**src/rtl/mem_port_arbiter_if.sv**
```systemverilog
// Bus bundle for mem_port_arbiter: CPU port, DMA port, memory port and status.
// Requests are level-held until completion, and memory strobes are held until iMemAck.
// Each completion lasts a single cycle: oCpuRdy / oDmaAck (plus oBusErr on a timeout abort).
interface mem_port_arbiter_if;
  logic [31:0] iCpuAddr;
  logic [31:0] iCpuWData;
  logic        iCpuRead;
  logic        iCpuWrite;
  logic [31:0] oCpuRData;
  logic        oCpuRdy;
  logic [31:0] iDmaAddr;
  logic [31:0] iDmaWData;
  logic        iDmaRead;
  logic        iDmaWrite;
  logic [31:0] oDmaRData;
  logic        oDmaAck;
  logic [31:0] oMemAddr;
  logic [31:0] oMemWData;
  logic        oMemRead;
  logic        oMemWrite;
  logic [31:0] iMemRData;
  logic        iMemAck;
  logic [1:0]  oGrant;
  logic        oBusErr;

  modport slave (
    input  iCpuAddr, iCpuWData, iCpuRead, iCpuWrite,
    input  iDmaAddr, iDmaWData, iDmaRead, iDmaWrite,
    input  iMemRData, iMemAck,
    output oCpuRData, oCpuRdy, oDmaRData, oDmaAck,
    output oMemAddr, oMemWData, oMemRead, oMemWrite,
    output oGrant, oBusErr
  );

  modport master (
    output iCpuAddr, iCpuWData, iCpuRead, iCpuWrite,
    output iDmaAddr, iDmaWData, iDmaRead, iDmaWrite,
    output iMemRData, iMemAck,
    input  oCpuRData, oCpuRdy, oDmaRData, oDmaAck,
    input  oMemAddr, oMemWData, oMemRead, oMemWrite,
    input  oGrant, oBusErr
  );
endinterface

```
**src/rtl/mem_port_arbiter.sv**
```systemverilog
// Round-robin arbiter sharing one variable-latency memory port between CPU and DMA,
// with per-transfer timeout abort and the CPU ready/stall generation.
module mem_port_arbiter #(
  parameter int unsigned TIMEOUT  = 255,
  parameter logic [31:0] ERR_DATA = 32'hDEADBEEF
) (
  input  logic                iClk,
  input  logic                iRst,
  mem_port_arbiter_if.slave   bus,
  output logic [1:0]          dbg_state
);

  typedef enum logic [1:0] {
    IDLE     = 2'd0,
    CPU_XFER = 2'd1,
    DMA_XFER = 2'd2
  } state_t;

  localparam logic [15:0] CNT_LAST = 16'(TIMEOUT - 1);

  state_t      state_q, state_d;
  logic        last_dma_q, last_dma_d;
  logic [31:0] addr_q, addr_d;
  logic [31:0] wdata_q, wdata_d;
  logic        wr_q, wr_d;
  logic        rd_q, rd_d;
  logic [15:0] cnt_q, cnt_d;

  logic        cpu_req, dma_req;
  logic        grant_cpu, grant_dma;
  logic        in_xfer, timeout, done;
  logic        cpu_done, dma_done;
  logic [31:0] rdata_sel;

  always_ff @(posedge iClk) begin
    if (iRst) begin
      state_q    <= IDLE;
      last_dma_q <= 1'b1;
      addr_q     <= '0;
      wdata_q    <= '0;
      wr_q       <= 1'b0;
      rd_q       <= 1'b0;
      cnt_q      <= '0;
    end else begin
      state_q    <= state_d;
      last_dma_q <= last_dma_d;
      addr_q     <= addr_d;
      wdata_q    <= wdata_d;
      wr_q       <= wr_d;
      rd_q       <= rd_d;
      cnt_q      <= cnt_d;
    end
  end

  always_comb begin
    state_d    = state_q;
    last_dma_d = last_dma_q;
    addr_d     = addr_q;
    wdata_d    = wdata_q;
    wr_d       = wr_q;
    rd_d       = rd_q;
    cnt_d      = cnt_q;

    cpu_req   = bus.iCpuRead | bus.iCpuWrite;
    dma_req   = bus.iDmaRead | bus.iDmaWrite;
    // On a tie the CPU wins only if the DMA owned the bus last.
    grant_cpu = cpu_req & (~dma_req | last_dma_q);
    grant_dma = dma_req & ~grant_cpu;

    in_xfer = (state_q != IDLE);
    timeout = in_xfer & ~bus.iMemAck & (cnt_q == CNT_LAST);
    // A reset cycle abandons the transfer silently: no completion, no error.
    done    = in_xfer & (bus.iMemAck | timeout) & ~iRst;

    case (state_q)
      IDLE: begin
        if (grant_cpu) begin
          state_d    = CPU_XFER;
          addr_d     = bus.iCpuAddr;
          wdata_d    = bus.iCpuWData;
          wr_d       = bus.iCpuWrite;
          rd_d       = bus.iCpuRead & ~bus.iCpuWrite;
          last_dma_d = 1'b0;
          cnt_d      = '0;
        end else if (grant_dma) begin
          state_d    = DMA_XFER;
          addr_d     = bus.iDmaAddr;
          wdata_d    = bus.iDmaWData;
          wr_d       = bus.iDmaWrite;
          rd_d       = bus.iDmaRead & ~bus.iDmaWrite;
          last_dma_d = 1'b1;
          cnt_d      = '0;
        end
      end
      CPU_XFER, DMA_XFER: begin
        if (!bus.iMemAck) cnt_d = cnt_q + 16'd1;
        if (done) state_d = IDLE;
      end
      default: state_d = IDLE;
    endcase
  end

  assign cpu_done  = done & (state_q == CPU_XFER);
  assign dma_done  = done & (state_q == DMA_XFER);
  assign rdata_sel = bus.iMemAck ? bus.iMemRData : ERR_DATA;

  // The memory side is driven only from the holding registers while a transfer is live.
  assign bus.oMemAddr  = in_xfer ? addr_q  : 32'h0;
  assign bus.oMemWData = in_xfer ? wdata_q : 32'h0;
  assign bus.oMemRead  = in_xfer & rd_q;
  assign bus.oMemWrite = in_xfer & wr_q;

  assign bus.oCpuRdy   = ~cpu_req | cpu_done;
  assign bus.oCpuRData = cpu_done ? rdata_sel : 32'h0;
  assign bus.oDmaAck   = dma_done;
  assign bus.oDmaRData = dma_done ? rdata_sel : 32'h0;
  assign bus.oGrant    = {state_q == DMA_XFER, state_q == CPU_XFER};
  assign bus.oBusErr   = done & ~bus.iMemAck;

  assign dbg_state = state_q;

endmodule

```
**src/flat_wrapper.sv**
```systemverilog
// flat-port wrapper written by rule: the top's interface ports become plain ports
module mem_port_arbiter_flat 
#(
  parameter int unsigned TIMEOUT  = 255,
  parameter logic [31:0] ERR_DATA = 32'hDEADBEEF
)
  (iClk, iRst, dbg_state, bus_iCpuAddr, bus_iCpuWData, bus_iCpuRead, bus_iCpuWrite, bus_iDmaAddr, bus_iDmaWData, bus_iDmaRead, bus_iDmaWrite, bus_iMemRData, bus_iMemAck, bus_oCpuRData, bus_oCpuRdy, bus_oDmaRData, bus_oDmaAck, bus_oMemAddr, bus_oMemWData, bus_oMemRead, bus_oMemWrite, bus_oGrant, bus_oBusErr);
  mem_port_arbiter_if bus_i ();
  input  logic iClk;
  input  logic iRst;
  output logic [1:0] dbg_state;
  input wire logic [$bits(bus_i.iCpuAddr)-1:0] bus_iCpuAddr;
  input wire logic [$bits(bus_i.iCpuWData)-1:0] bus_iCpuWData;
  input wire logic [$bits(bus_i.iCpuRead)-1:0] bus_iCpuRead;
  input wire logic [$bits(bus_i.iCpuWrite)-1:0] bus_iCpuWrite;
  input wire logic [$bits(bus_i.iDmaAddr)-1:0] bus_iDmaAddr;
  input wire logic [$bits(bus_i.iDmaWData)-1:0] bus_iDmaWData;
  input wire logic [$bits(bus_i.iDmaRead)-1:0] bus_iDmaRead;
  input wire logic [$bits(bus_i.iDmaWrite)-1:0] bus_iDmaWrite;
  input wire logic [$bits(bus_i.iMemRData)-1:0] bus_iMemRData;
  input wire logic [$bits(bus_i.iMemAck)-1:0] bus_iMemAck;
  output wire logic [$bits(bus_i.oCpuRData)-1:0] bus_oCpuRData;
  output wire logic [$bits(bus_i.oCpuRdy)-1:0] bus_oCpuRdy;
  output wire logic [$bits(bus_i.oDmaRData)-1:0] bus_oDmaRData;
  output wire logic [$bits(bus_i.oDmaAck)-1:0] bus_oDmaAck;
  output wire logic [$bits(bus_i.oMemAddr)-1:0] bus_oMemAddr;
  output wire logic [$bits(bus_i.oMemWData)-1:0] bus_oMemWData;
  output wire logic [$bits(bus_i.oMemRead)-1:0] bus_oMemRead;
  output wire logic [$bits(bus_i.oMemWrite)-1:0] bus_oMemWrite;
  output wire logic [$bits(bus_i.oGrant)-1:0] bus_oGrant;
  output wire logic [$bits(bus_i.oBusErr)-1:0] bus_oBusErr;
  assign bus_i.iCpuAddr = bus_iCpuAddr;
  assign bus_i.iCpuWData = bus_iCpuWData;
  assign bus_i.iCpuRead = bus_iCpuRead;
  assign bus_i.iCpuWrite = bus_iCpuWrite;
  assign bus_i.iDmaAddr = bus_iDmaAddr;
  assign bus_i.iDmaWData = bus_iDmaWData;
  assign bus_i.iDmaRead = bus_iDmaRead;
  assign bus_i.iDmaWrite = bus_iDmaWrite;
  assign bus_i.iMemRData = bus_iMemRData;
  assign bus_i.iMemAck = bus_iMemAck;
  assign bus_oCpuRData = bus_i.oCpuRData;
  assign bus_oCpuRdy = bus_i.oCpuRdy;
  assign bus_oDmaRData = bus_i.oDmaRData;
  assign bus_oDmaAck = bus_i.oDmaAck;
  assign bus_oMemAddr = bus_i.oMemAddr;
  assign bus_oMemWData = bus_i.oMemWData;
  assign bus_oMemRead = bus_i.oMemRead;
  assign bus_oMemWrite = bus_i.oMemWrite;
  assign bus_oGrant = bus_i.oGrant;
  assign bus_oBusErr = bus_i.oBusErr;
  mem_port_arbiter #(.TIMEOUT(TIMEOUT), .ERR_DATA(ERR_DATA)) u_core (.iClk(iClk), .iRst(iRst), .bus(bus_i), .dbg_state(dbg_state));
endmodule
```
**config.mk**
```make
export PLATFORM = sky130hd
export DESIGN_NAME = mem_port_arbiter_flat
export DESIGN_NICKNAME = d
export VERILOG_FILES = /design/src/rtl/mem_port_arbiter_if.sv /design/src/rtl/mem_port_arbiter.sv /design/src/flat_wrapper.sv
export SDC_FILE = /design/constraint.sdc
export NUM_CORES = 1
export LEC_CHECK = 0
export ABC_AREA = 0
export BUFFER_PORTS_ARGS = -buffer_cell sky130_fd_sc_hd__buf_2
export CAP_MARGIN = 25
export CORE_AREA = 4 4 114 116
export CTS_CLUSTER_SIZE = 8
export DETAILED_ROUTE_END_ITERATION = 8
export DIE_AREA = 0 0 118 120
export PLACE_DENSITY_LB_ADDON = 0.2
export REMOVE_ABC_BUFFERS = 1
export SLEW_MARGIN = 40
export SYNTH_ARGS = -nofsm -noshare
export SYNTH_HDL_FRONTEND = slang
export SYNTH_SLANG_ARGS = --single-unit
```
**constraint.sdc**
```tcl
create_clock -name iClk -period 2.75 [get_ports iClk]
set_input_delay 0.4125 -clock iClk [delete_from_list [all_inputs] [get_ports iClk]]
set_output_delay 0.4125 -clock iClk [all_outputs]
set_load 0.05 [all_outputs]
```
==> results of run 1 <==
## worst min-delay path, delay by kind of cell
| kind | cells | cell delay, ns |
|---|---|---|
| muxes | 1 | 0.11 |
| buffers and inverters | 1 | 0.09 |
| AOI/OAI and AO/OA | 1 | 0.08 |
## synthesized netlist by cell type, types with 5 or more instances
cell type,instances
a211oi_1,66
a21oi_1,15
and2_1,17
buf_2,10
clkbuf_1,38
dfxtp_1,85
ha_1,5
inv_1,9
mux2i_1,66
nand2_1,10
nand4_1,5
nor2_1,148
nor2b_1,66
nor3_1,5
o21ai_0,10
or3_1,9
or4_1,5
## cells in the final DEF, fill, tap and decap left out, drive strengths merged, types with 2 or more instances in the layout
cell type and n:
a211oi 66, a21o 2, a21oi 15, a221o 2, and2 17, and3 2, and4 2, buf 312
clkbuf 13, clkinv 3, dfxtp 85, ha 5, inv 9, mux2i 66, nand2 10, nand2b 3
nand3 3, nand4 5, nor2 148, nor2b 66, nor3 5, nor4 2, o21ai 11, o31ai 4
or3 11, or4 5
## logic make-up (layout without fill, tap and decap cells)
| logic type | count (synthesis) | count (layout) |
|---|---|---|
| AOI/OAI and AO/OA | 106 | 106 |
| xor gates and xnor gates | 1 | 1 |
| adders and majority gates | 5 | 5 |
| buffers and inverters | 59 | 338 |
| DFF | 85 | 85 |
| muxes | 66 | 66 |
| and+or+nand+nor | 283 | 283 |
## metal layers
layer,routed length [um],global-route usage,share of wire,up-vias
met4,536,0.0930,0.034,0
met3,1160,0.0514,0.074,25
met1,5920,0.233,0.38,2342
met5,0,0,0,-
met2,8160,0.401,0.52,231
li1,-,-,-,2637
## layout make-up
type / count / area share
clock inverter: 3 / 0.00261
timing repair buffer: 312 / 0.240
tap: 147 / 0.0274
multi-input combinational: 461 / 0.429
sequential: 85 / 0.254
clock buffer: 13 / 0.0418
inverter: 10 / 0.00559
## final timing paths
kind / from / end / slack, ns / depth (start not counted)
setup / recovery: u_core.dbg_state[0]$_SDFFE_PP0P_ / bus_oDmaRData[25] / 0.17 / 8
hold reg to reg: u_core.wr_q$_SDFFE_PP0P_ / u_core.wr_q$_SDFFE_PP0P_ / 0.46 / 2
hold / removal: bus_iCpuAddr[3] / u_core.addr_q[3]$_SDFFE_PP0P_ / 0.42 / 3
setup reg to reg: u_core.dbg_state[0]$_SDFFE_PP0P_ / u_core.cnt_q[15]$_SDFFE_PP0P_ / 0.34 / 7
## per-stage QoR
step                worst slack [ns]  utilization  TNS, ns  total power [mW]  cells
global placement               0.389        0.537        0              5.31   1015
detailed placement             0.342        0.537        0              5.39   1015
CTS                            0.158        0.563        0              6.58   1031
floorplan                      -2.60            -  -265.54              4.33    556
global route                  0.0156        0.563        0              6.95   1031
finish                         0.169        0.563        0              6.52   1031
## sequential cells by signal, indices dropped and copies added (netlist names)
signal,cells
u_core.cnt_q,16
u_core.rd_q,1
u_core.last_dma_q,1
u_core.wdata_q,32
u_core.wr_q,1
u_core.dbg_state,2
u_core.addr_q,32
## where the power goes
part	internal, mW	total [mW]	switching (mW)	leakage, nW
combinational	1.08	3.43	2.35	2.60
clock	0.707	1.17	0.461	0.148
sequential	1.70	1.92	0.216	0.704
total	3.49	6.52	3.03	3.45
==> metrics.txt, run 1 <==
routability cong. 0.972; signal arrival time at the worst endpoint 2.17 ns; Clock Path Buffers 2; share of final-layout standard cells stronger than drive strength 1 0.379; CTS tree yes; number of global-route vias before repair 5,118; Total Nets Final 1,051; Fillers 1,133; maximum fanout along the worst path 25; wire length of the first global-routing pass 25.2 mm; setup clock skew after layout 0.00476 ns; Simple-Gate Fraction of Synth Area 0.289; number of setup buffers added after CTS 0; static power due to leakage 3.45 nW; total area of multi-input combinational cells 2880 sq um; top-area cell type share of the netlist area 0.355; HPWL after detailed placement 12.3 mm; unrepaired setup endpoints after global routing false; multiplexer area fraction after synthesis 0.138; distinct cell type count of the synthesized netlist 40; Synth area leaders dfxtp_1, mux2i_1, nor2_1; global-route usage over all layers 0.216; worst min-delay path class input pin to flop; crit end category output port; crit path kind flop to output port; dominant combinational cell family by area after synthesis simple AND/OR/NAND/NOR gates; Seq cells post-synth 85; Worst path slowest cell dfxtp_1; number of standard-cell rows in the floorplan 40; maximum vdd drop 0.000462 V; cells along the critical path inv_1 > ha_2 > nor2_1 > and2_1 > o21ai_1 > buf_4 > nor2_1 > buf_2; PD cells 971 nW/um^2; Starting Density 0.403; Fmax achieved 387 MHz; ant diodes 0; flip-flop cell with the highest count after synthesis dfxtp_1; max-capacitance violation count 0; worst hold slack 0.419 ns; most area-hungry cell type in the Yosys netlist dfxtp_1; number of max-slew violations in the final report 0; number of top-level pins 304; final hold violations 0; number of warning messages in the yosys log 0; xor/xnor cell area share of the yosys netlist 0.00183; CP peak stage delay 0.38 ns; clock insertion delay at the later pin of the skew report 0.33 ns; Post-Synth Adder-Cell Area 0.0130; total standard cell area after synthesis 4800 sq um; drt total wl 15.8 mm; residual overflow from global routing 0; clock tree root driver cell clkbuf_16; cell repeated most along the worst path nor2_1; Clock transition at path regs 0.06 ns; final instance area 6710 sq um; layout overhead on the synthesized area 39.8%; Avg Cell Area, Syn 7.93 sq um; register area share after synthesis 0.355; initial antenna violation count 0; detailed-route via count 5,235; relative slew slack 0.479; number of optimization iterations in the first detailed-route pass 4; Post-route DRC 0; Compound-Gate Fraction of Synth Area 0.155; Req. time, crit path 2.34 ns; result of the run completed; largest net degree at the start of global routing 95; FFs w/ async S/R, synth 0; period utilization 0.939; violation count after the first detailed-route iteration 143; count of mapped cells out of synthesis 605; register area 1700 sq um; die area 14,200 sq um; launching element type of the critical path flop; slew at the pin closest to its max-slew limit 0.781 ns; overall die height 120 um; number of vias per cell 5.08; Clock Sinks 85; die extent in x 118 um; crit-path leading delay family buffers and inverters; count of final setup violators 0; number of H-tree branching levels 3; Post-synth EDFFs 0; cell area after placement 6400 sq um; total CTS buffers 9; post-route minimum period 2.58 ns; Post-DRT Antenna Nets 0; hold buffer count at cts 0; Buffers & Inverters on Critical Path 3; WL/cell 15.3 um; Port-buffer cells 303; # resized after CTS 1; core area 11,900 sq um
Note: power is estimated with default switching activity, not from simulation.
==> inputs of run 2 (changes only) <==
--- a/config.mk
+++ b/config.mk
@@ -5,13 +5,13 @@
 export SDC_FILE = /design/constraint.sdc
 export NUM_CORES = 1
 export LEC_CHECK = 0
-export ABC_AREA = 0
+export ABC_AREA = 1
 export BUFFER_PORTS_ARGS = -buffer_cell sky130_fd_sc_hd__buf_2
 export CAP_MARGIN = 25
-export CORE_AREA = 4 4 114 116
+export CORE_AREA = 4 4 116 118
 export CTS_CLUSTER_SIZE = 8
 export DETAILED_ROUTE_END_ITERATION = 8
-export DIE_AREA = 0 0 118 120
+export DIE_AREA = 0 0 120 122
 export PLACE_DENSITY_LB_ADDON = 0.2
 export REMOVE_ABC_BUFFERS = 1
 export SLEW_MARGIN = 40
==> metrics.txt, run 2 <==
result of the run completed (unchanged); relative slew slack 0.460 (was 0.479); Hold Path Stages 3 (unchanged); detailed-route via count 6,062 (was 5,235); static power due to leakage 3.67 nW (was 3.45 nW); final hold violations 0 (unchanged); list of most frequent post-synthesis cells nor2_1, a21oi_1, inv_1 (was nor2_1, dfxtp_1, a211oi_1, mux2i_1, nor2b_1); leading registers by flop count u_core.addr_q x32, u_core.wdata_q x32, u_core.cnt_q x16 (unchanged); total CTS buffers 9 (unchanged); signal arrival time at the worst endpoint 2.18 ns (was 2.17 ns); register area share after synthesis 0.328 (was 0.355); flip-flop cell with the highest count after synthesis dfxtp_1 (unchanged); # resized after CTS 0 (was 1); die extent in x 120 um (was 118 um); Port-buffer cells 303 (unchanged); count of mapped cells out of synthesis 853 (was 605); commonest cells after routing, fill and taps aside buf_2, nor2_1, a21oi_1 (was buf_2, nor2_1, dfxtp_1); ant diodes 0 (unchanged); number of warning messages in the yosys log 0 (unchanged); launching element type of the critical path flop (unchanged); overall die height 122 um (was 120 um); WL/cell 13.2 um (was 15.3 um); unrepaired setup endpoints after global routing false (unchanged); top-area cell type share of the netlist area 0.328 (was 0.355); CTS tree yes (unchanged); Post-route DRC 0 (unchanged); share of final-layout standard cells stronger than drive strength 1 0.322 (was 0.379); number of standard-cell rows in the floorplan 41 (was 40); number of vias per cell 4.68 (was 5.08); cells along the critical path nand2_1 > inv_1 > nand2_1 > nor2_1 > nand2_1 > nand2_1 > nand2_2 > clkinv_2 > nand2_4 > a21oi_1 > buf_2 (was inv_1 > ha_2 > nor2_1 > and2_1 > o21ai_1 > buf_4 > nor2_1 > buf_2); Clock Path Buffers 2 (unchanged); maximum fanout along the worst path 33 (was 25); number of setup buffers added after CTS 0 (unchanged); Req. time, crit path 2.34 ns (about the same); violation count after the first detailed-route iteration 262 (was 143); total standard cell area after synthesis 5190 sq um (was 4800 sq um); die area 14,600 sq um (was 14,200 sq um); residual overflow from global routing 0 (unchanged); worst min-delay path class input pin to flop (unchanged); FFs w/ async S/R, synth 0 (unchanged); drt total wl 17.1 mm (was 15.8 mm); cell area after placement 6700 sq um (was 6400 sq um); number of max-slew violations in the final report 0 (unchanged); clock tree root driver cell clkbuf_16 (unchanged); core area 12,500 sq um (was 11,900 sq um); most area-hungry cell type in the Yosys netlist dfxtp_1 (unchanged); maximum vdd drop 0.000489 V (was 0.000462 V); Clock Sinks 85 (unchanged); Post-Route Utilization 0.562 (was 0.563); number of top-level pins 304 (unchanged); slew at the pin closest to its max-slew limit 0.810 ns (was 0.781 ns); cell repeated most along the worst path nand2_1 (was nor2_1); PD cells 1030 nW/um^2 (was 971 nW/um^2); Starting Density 0.416 (was 0.403); clock insertion delay at the later pin of the skew report 0.34 ns (was 0.33 ns); period utilization 0.943 (was 0.939); largest net degree at the start of global routing 91 (was 95); number of H-tree branching levels 3 (unchanged); Post-DRT Antenna Nets 0 (unchanged); number of global-route vias before repair 5,475 (was 5,118); final instance area 7010 sq um (was 6710 sq um); Total Nets Final 1,291 (was 1,051); Avg Cell Area, Syn 6.08 sq um (was 7.93 sq um); distinct cell type count of the synthesized netlist 34 (was 40); post-route minimum period 2.59 ns (was 2.58 ns); number of optimization iterations in the first detailed-route pass 4 (unchanged); layout overhead on the synthesized area 35.0% (was 39.8%); wire length of the first global-routing pass 26.1 mm (was 25.2 mm); Fmax achieved 386 MHz (was 387 MHz); crit path kind flop to output port (unchanged); CP peak stage delay 0.43 ns (was 0.38 ns); most common cell in the netlist nor2_1 (unchanged); HPWL after detailed placement 12.6 mm (was 12.3 mm); Worst path slowest cell dfxtp_1 (unchanged); most frequent standard cell in the layout excluding fill and tap cells buf_2 (unchanged); Post-synth EDFFs 0 (unchanged); Seq cells post-synth 85 (unchanged); Synth area leaders dfxtp_1, nor2_1, a21oi_1 (was dfxtp_1, mux2i_1, nor2_1); count of final setup violators 0 (unchanged); routability cong. 0.830 (was 0.972); crit end category output port (unchanged); setup tns final 0 ns (unchanged); initial antenna violation count 0 (unchanged); setup clock skew after layout 0.00704 ns (was 0.00476 ns); max-capacitance violation count 0 (unchanged); Clock transition at path regs 0.06 ns (about the same); hold buffer count at cts 0 (unchanged); global-route usage over all layers 0.220 (was 0.216); Worst Reg-to-Reg Cells 12 (was 7)
==> run 2: changes by cell type after synthesis, sizes merged, moves of 65 or more <==
cell	before	now
inv	9	126
a21oi	15	129
nand2	10	114
nor2	148	222
mux2i	66	0
nor2b	66	0
a211oi	66	1
==> run 2: where the power goes <==
group          internal (mW)  total [mW]  switching [mW]
Clock                  0.707        1.22           0.517
Combinational           1.10        4.15            3.05
Sequential              1.62        1.82           0.193
==> run 2: cell type report <==
cell class / count / area, sq um
clock inverter: 7 / 73.8
timing repair buffer: 312 / 1610
tap: 172 / 215
inverter: 127 / 480
clock buffer: 9 / 225
fill: 1306 / 5460
sequential: 85 / 1700
multi-input combinational: 584 / 2700
==> run 2: metrics by stage <==
step,hold WS [ns],setup slack [ns],cells,power [mW]
6_report,0.361,0.157,1296,7.19
5_1_grt,0.355,0.000666,1296,7.79
4_1_cts,0.346,0.164,1296,7.27
3_5_place_dp,0.455,0.492,1280,6.03
3_3_place_gp,0.452,0.512,1280,6.01
2_1_floorplan,0.420,-1.65,796,4.89
==> run 2: per-layer routing <==
layer / GRT usage / vias to the layer above / share of wire
met4: 0.0709 / 0 / 0.022
met3: 0.0785 / 25 / 0.096
met2: 0.386 / 233 / 0.48
li1: - / 3180 / -
met1: 0.251 / 2624 / 0.40
met5: 0 / - / 0
==> run 2: critical path, delay by kind of cell (launching register included) <==
kind,cells,cell delay [ns]
compound gates,1,0.26
buf+inv,3,0.45
flops,1,0.43
simple gates,7,0.69
==> run 2: final timing paths <==
| path | start | end | slack, ns |
|---|---|---|---|
| setup reg to reg | u_core.dbg_state[0]$_SDFFE_PP0P_ | u_core.cnt_q[10]$_SDFFE_PP0P_ | 0.64 |
| hold / removal | bus_iCpuAddr[14] | u_core.addr_q[14]$_SDFFE_PP0P_ | 0.36 |
| hold reg to reg | u_core.addr_q[23]$_SDFFE_PP0P_ | u_core.addr_q[23]$_SDFFE_PP0P_ | 0.46 |
| setup / recovery | u_core.cnt_q[7]$_SDFFE_PP0P_ | bus_oDmaRData[2] | 0.16 |
==> run 2: logic make-up after synthesis <==
logic type                 Yosys count  share of synthesized area
DFF                                 85                      0.328
buffers and inverters              184                      0.152
and+or+nand+nor                    372                      0.301
AOI/OAI and AO/OA                  207                      0.206
adders and majority gates            5                     0.0121
